`src/rtl/irq_ctrl.sv`:
```
// irq_ctrl: parametrised interrupt controller between the board buttons and the
// CPU execute stage. It synchronises the raw sources and captures them as edges
// or levels. A mask register gates eligibility, and sticky flags record lost
// edges. An IDLE/SERVICE state machine allows one handler at a time, with no
// nesting.
module irq_ctrl #(
   parameter int                NUM_IRQ     = 4,
   parameter int                ADDR_W      = 16,
   parameter logic [ADDR_W-1:0] VEC_BASE    = 16'h0f80,
   parameter logic [ADDR_W-1:0] VEC_STRIDE  = 16'h0020,
   parameter bit                EDGE_MODE   = 1'b1,
   parameter int                SYNC_STAGES = 2,
   parameter int                ID_W        = (NUM_IRQ > 1) ? $clog2(NUM_IRQ) : 1
) (
   input  logic               clk,
   input  logic               rst_n,
   input  logic [NUM_IRQ-1:0] irq_in,
   input  logic               mask_wr_en,
   input  logic [NUM_IRQ-1:0] mask_wr_data,
   input  logic               ovf_clr,
   input  logic               int_ack,
   input  logic               ret,
   output logic               int_req,
   output logic [ADDR_W-1:0]  int_vector,
   output logic [ID_W-1:0]    int_id,
   output logic               in_service,
   output logic [ID_W-1:0]    active_id,
   output logic [NUM_IRQ-1:0] pending,
   output logic [NUM_IRQ-1:0] mask,
   output logic [NUM_IRQ-1:0] overflow
);

   typedef enum logic {IDLE, SERVICE} state_t;

   state_t             state;
   logic [NUM_IRQ-1:0] sync_q [SYNC_STAGES];
   logic [NUM_IRQ-1:0] s;
   logic [NUM_IRQ-1:0] s_prev;
   logic [NUM_IRQ-1:0] edge_det;
   logic [NUM_IRQ-1:0] eligible;
   logic [NUM_IRQ-1:0] clr;
   logic               ack_fire;
   logic [ADDR_W-1:0]  slot;

   assign s        = sync_q[SYNC_STAGES-1];
   assign edge_det = s & ~s_prev;

   // Synchroniser chain for the asynchronous buttons, plus one extra flop of edge history
   always_ff @(posedge clk or negedge rst_n) begin
      if (!rst_n) begin
         for (int k = 0; k < SYNC_STAGES; k++) sync_q[k] <= '0;
         s_prev <= '0;
      end else begin
         sync_q[0] <= irq_in;
         for (int k = 1; k < SYNC_STAGES; k++) sync_q[k] <= sync_q[k-1];
         s_prev <= s;
      end
   end

   // An ack only counts while a request is actually presented, which also limits it to IDLE
   assign ack_fire = int_ack & int_req;

   // One-hot clear of the channel that is being acknowledged this cycle
   always_comb begin
      clr = '0;
      for (int i = 0; i < NUM_IRQ; i++) begin
         clr[i] = ack_fire && (int_id == ID_W'(i));
      end
   end

   generate
      if (EDGE_MODE) begin : g_edge
         logic [NUM_IRQ-1:0] pend_q;
         logic [NUM_IRQ-1:0] ovf_q;
         logic [NUM_IRQ-1:0] ovf_set;

         // Lost edge: a new edge hits a bit that is already pending and is not being retired
         assign ovf_set = edge_det & pend_q & ~clr;

         // Pending and overflow capture. A set beats a coincident clear, so no edge is dropped
         always_ff @(posedge clk or negedge rst_n) begin
            if (!rst_n) begin
               pend_q <= '0;
               ovf_q  <= '0;
            end else begin
               pend_q <= (pend_q & ~clr) | edge_det;
               ovf_q  <= (ovf_clr ? '0 : ovf_q) | ovf_set;
            end
         end

         assign pending  = pend_q;
         assign overflow = ovf_q;
      end else begin : g_level
         logic lvl_unused;

         // Level capture tracks the synchronised input directly; acks and ovf_clr have no effect here
         assign lvl_unused = ^{edge_det, clr, ovf_clr};
         assign pending    = s;
         assign overflow   = '0;
      end
   endgenerate

   // Mask register; a write in the same cycle as an ack only takes effect afterwards
   always_ff @(posedge clk or negedge rst_n) begin
      if (!rst_n) mask <= '0;
      else if (mask_wr_en) mask <= mask_wr_data;
   end

   assign eligible = pending & ~mask;

   // Highest eligible index wins; 0 when nothing is eligible
   always_comb begin
      int_id = '0;
      for (int i = 0; i < NUM_IRQ; i++) begin
         if (eligible[i]) int_id = ID_W'(i);
      end
   end

   // The highest channel maps to VEC_BASE, and lower channels step upward by VEC_STRIDE
   assign slot       = ADDR_W'(NUM_IRQ - 1) - ADDR_W'(int_id);
   assign int_vector = VEC_BASE + slot * VEC_STRIDE;

   assign int_req    = (|eligible) && (state == IDLE);
   assign in_service = (state == SERVICE);

   // Service FSM: enter on an accepted ack, leave on ret; no nesting while a handler runs
   always_ff @(posedge clk or negedge rst_n) begin
      if (!rst_n) begin
         state     <= IDLE;
         active_id <= '0;
      end else begin
         case (state)
            IDLE: begin
               if (ack_fire) begin
                  state     <= SERVICE;
                  active_id <= int_id;
               end
            end
            SERVICE: begin
               if (ret) state <= IDLE;
            end
            default: state <= IDLE;
         endcase
      end
   end

endmodule

```
`config.mk`:
```
export PLATFORM = sky130hd
export DESIGN_NAME = irq_ctrl
export DESIGN_NICKNAME = d
export VERILOG_FILES = /design/src/rtl/irq_ctrl.sv
export SDC_FILE = /design/constraint.sdc
export NUM_CORES = 1
export LEC_CHECK = 0
export ABC_AREA = 0
export BUFFER_PORTS_ARGS = -buffer_cell sky130_fd_sc_hd__buf_2
export CAP_MARGIN = 20
export CORE_UTILIZATION = 49
export CTS_BUF_LIST = sky130_fd_sc_hd__clkbuf_16
export CTS_CLUSTER_DIAMETER = 30
export DETAILED_ROUTE_END_ITERATION = 7
export GPL_TIMING_DRIVEN = 0
export MAX_ROUTING_LAYER = met4
export PLACE_DENSITY = 0.87
export SLEW_MARGIN = 20
export SYNTH_ARGS = -nofsm -noshare
export SYNTH_HDL_FRONTEND = slang
export SYNTH_SLANG_ARGS = --single-unit
```
`constraint.sdc`:
```
create_clock -name clk -period 3.5 [get_ports clk]
set_input_delay 0.175 -clock clk [delete_from_list [all_inputs] [get_ports clk]]
set_output_delay 0.175 -clock clk [all_outputs]
set_load 0.02 [all_outputs]
```
==> results.json <==
{
  "cts_made_buffers": 3,
  "dp_hpwl_um": 1590,
  "antenna_found_initial": 0,
  "period_share": 0.473,
  "gp_congestion": 0.782,
  "drtIter0Drc": 10,
  "cap_violations": 0,
  "route.detailed.drc": 0,
  "pwr-share-comb": 0.280,
  "ir_worst_vdd_uv": 395,
  "rsz0062_at_grt": "false",
  "synth_area_per_cell_um2": 12.1,
  "synthDistinctLibCells": 22,
  "ys_top_cells_by_area": "dfrtp_1 (60%), buf_4 (9.3%), mux2_2 (4.0%), nor2b_1 (3.3%), nand2b_1 (2.8%)",
  "endpoint_kind": "output pin",
  "p_per_area_nw_per_um2": 612,
  "p_int_mw": 0.605,
  "cts_root_buffer": "clkbuf_16",
  "fmax_ghz": 0.603,
  "fin_worst_skew_ns": 0.00352,
  "final_cells": 170,
  "postSynthCellCount": 93,
  "p_switching_mw": 0.290,
  "total_power_mw": 0.895,
  "wl_um": 2140,
  "postRouteAntennaNets": 0,
  "slew_headroom": 0.616,
  "fin_tns_setup_ns": 0,
  "r2r-end": "overflow[2]$_DFF_PN0_",
  "clock_power_share": 0.290,
  "rrSetupSlack_ns": 2.15,
  "initial_utilization": 0.546,
  "cts.sinks": 27,
  "hold_class": "input pin to flip-flop",
  "status": "finished, final reports clean",
  "nets": 158,
  "cellLeakagePower_nw": 0.729,
  "ys_seq_area_frac": 0.600,
  "avgViaCountPerCell": 4.74,
  "grt_overflow": 0,
  "holdWs_ns": 0.0147,
  "finalMaxSlewViolations": 0,
  "htreeDepth": 1,
  "io_buffer_count": 33,
  "wl_per_cell_um": 12.6,
  "dieHeight_um": 49.9,
  "pin_count": 48,
  "finalHoldViolations": 0,
  "fp.dieArea_um2": 2490,
  "regToRegStartpoint": "in_service$_DFF_PN0_",
  "p_sw_frac": 0.324,
  "num_vias": 806,
  "cpPeakStageDelay_ns": 0.39,
  "worstMarginPinSlew_ns": 0.576,
  "finalSetupViolations": 0,
  "dp.cells": 165,
  "post-place-ws_ns": 2.12,
  "design.core.area_um2": 2060,
  "cp.arrival_ns": 1.48,
  "layout-drive-gt1-share": 0.427,
  "hold_path_end": "sync_q[7]$_DFF_PN0_",
  "syn_area_um2": 1130,
  "crit_slowest_cell": "dfrtp_1",
  "grt_pass1_vias": 779,
  "cts_tree": "done",
  "grt_usage": 0.190,
  "criticalPathCategory": "flip-flop to output pin",
  "reg2reg_depth": 4,
  "diodes": 0,
  "post_cts_resized": 0,
  "yosysTopAreaCell": "dfrtp_1",
  "insertion_delay_ns": 0.26,
  "ys_warn_count": 0,
  "crit_required_ns": 3.32,
  "first_pass_iters": 6,
  "setup_slack_ns": 1.84,
  "synthDominantCellAreaShare": 0.600,
  "seq_power_share": 0.430,
  "num_rows": 16,
  "min-delay-start": "irq_in[3]",
  "crit_path_start_kind": "flip-flop",
  "ys_ff_latch": 27,
  "whs_path_depth": 1,
  "critPathTopFamily": "simple AND/OR/NAND/NOR gates",
  "grt_first_pass_wirelength_um": 3380,
  "crit_chain": "nor2b_1, buf_6, nor4_2, nor2_1, buf_2",
  "area_growth_pct": 29.9,
  "critPathBufInv": 2,
  "cts_buffer_depth": 2,
  "die_x_um": 49.9,
  "clkTransAtPathRegs_ns": 0.07,
  "cp_max_fo": 7,
  "cts_setup_buffers": 0,
  "min_period_ns": 1.66,
  "grt_max_degree": 28
}
cells in the mapped netlist:
cell	number
o22ai_1	3
nor4_2	1
nand2b_1	5
o21ai_0	4
inv_1	6
clkbuf_2	1
nor3_1	3
dfrtp_1	27
buf_6	1
nor2b_1	6
buf_4	14
mux2_2	4
o31ai_1	1
conb_1	2
nor2b_2	1
a21oi_1	4
o311ai_1	1
o2bb2ai_1	2
o41ai_4	1
nor2_1	3
nand2_1	2
and2b_4	1
metrics by stage:
step / util / cell area (um2)
2_1_floorplan: - / 1170
3_3_place_gp: 0.664 / 1370
3_5_place_dp: 0.664 / 1370
4_1_cts: 0.709 / 1460
5_1_grt: 0.709 / 1460
6_report: 0.709 / 1460
logic make-up (layout without fill, tap and decap cells):
group | Yosys count | in the layout | synth area share
AOI/OAI and AO/OA | 16 | 16 | 0.107
buffers and inverters | 22 | 60 | 0.128
DFF | 27 | 27 | 0.600
muxes | 4 | 4 | 0.0400
other | 2 | 14 | 0.00667
and+or+nand+nor | 22 | 22 | 0.119
per-layer routing:
metal  GRT usage  wire (um)
met2       0.354       1190
met5           -          0
met4      0.0667         14
met3      0.0309        125
met1       0.199        808
how the worst max path moves through the flow:
stage	from	to	slack, ns	cells after the start
final	pending[3]$_DFF_PN0_	int_req	1.84	5
after global routing	pending[3]$_DFF_PN0_	int_req	1.80	5
after CTS	pending[3]$_DFF_PN0_	int_req	1.83	5
after detailed placement	pending[3]$_DFF_PN0_	int_req	2.12	5
after global placement	pending[3]$_DFF_PN0_	int_req	2.16	5
after floorplan	mask[1]$_DFFE_PN0P_	int_id[0]	1.92	3
final cells by class:
type	instances	area, um2
sequential	27	676
fill	128	599
multi-input combinational	56	352
timing repair buffer	34	175
buffer	16	121
clock buffer	3	75.1
tap	27	33.8
inverter	6	22.5
clock inverter	1	7.51
placed cells by master (no fill, tap or decap), drive strengths merged, types with 4 or more instances in the layout:
cell / instances
inv: 6
o21ai: 4
clkbuf: 4
dfrtp: 27
buf: 48
nand2b: 5
conb: 14
mux2: 4
nor2b: 7
a21oi: 4
worst register-to-register path, delay by kind of cell, from the launching register on:
family	cells	cell delay [ns]
flip-flops	1	0.42
AND/OR/NAND/NOR	1	0.17
buffers and inverters	1	0.18
AO/OA/AOI/OAI	2	0.44
sequential cells by signal, summed over array words and instances (netlist names):
signal,count
mask,4
pending,4
s_prev,4
overflow,4
s,4
sync_q,4
active_id,2
in_service,1
power groups by stage:
stage	sequential, mW	combinational [mW]	clock [mW]
3_3_place_gp	0.386	0.242	0
6_report	0.385	0.250	0.260
2_1_floorplan	0.428	0.128	0
5_1_grt	0.391	0.269	0.276
3_5_place_dp	0.390	0.250	0
4_1_cts	0.385	0.252	0.263
what timing repair did:
| item | CTS | global route |
|---|---|---|
| hold endpoints to repair | 27 | 0 |
| endpoints found under the setup margin | 0 | 0 |
| hold buffers | 1 | 0 |
Power figures use the tool's default switching activity.
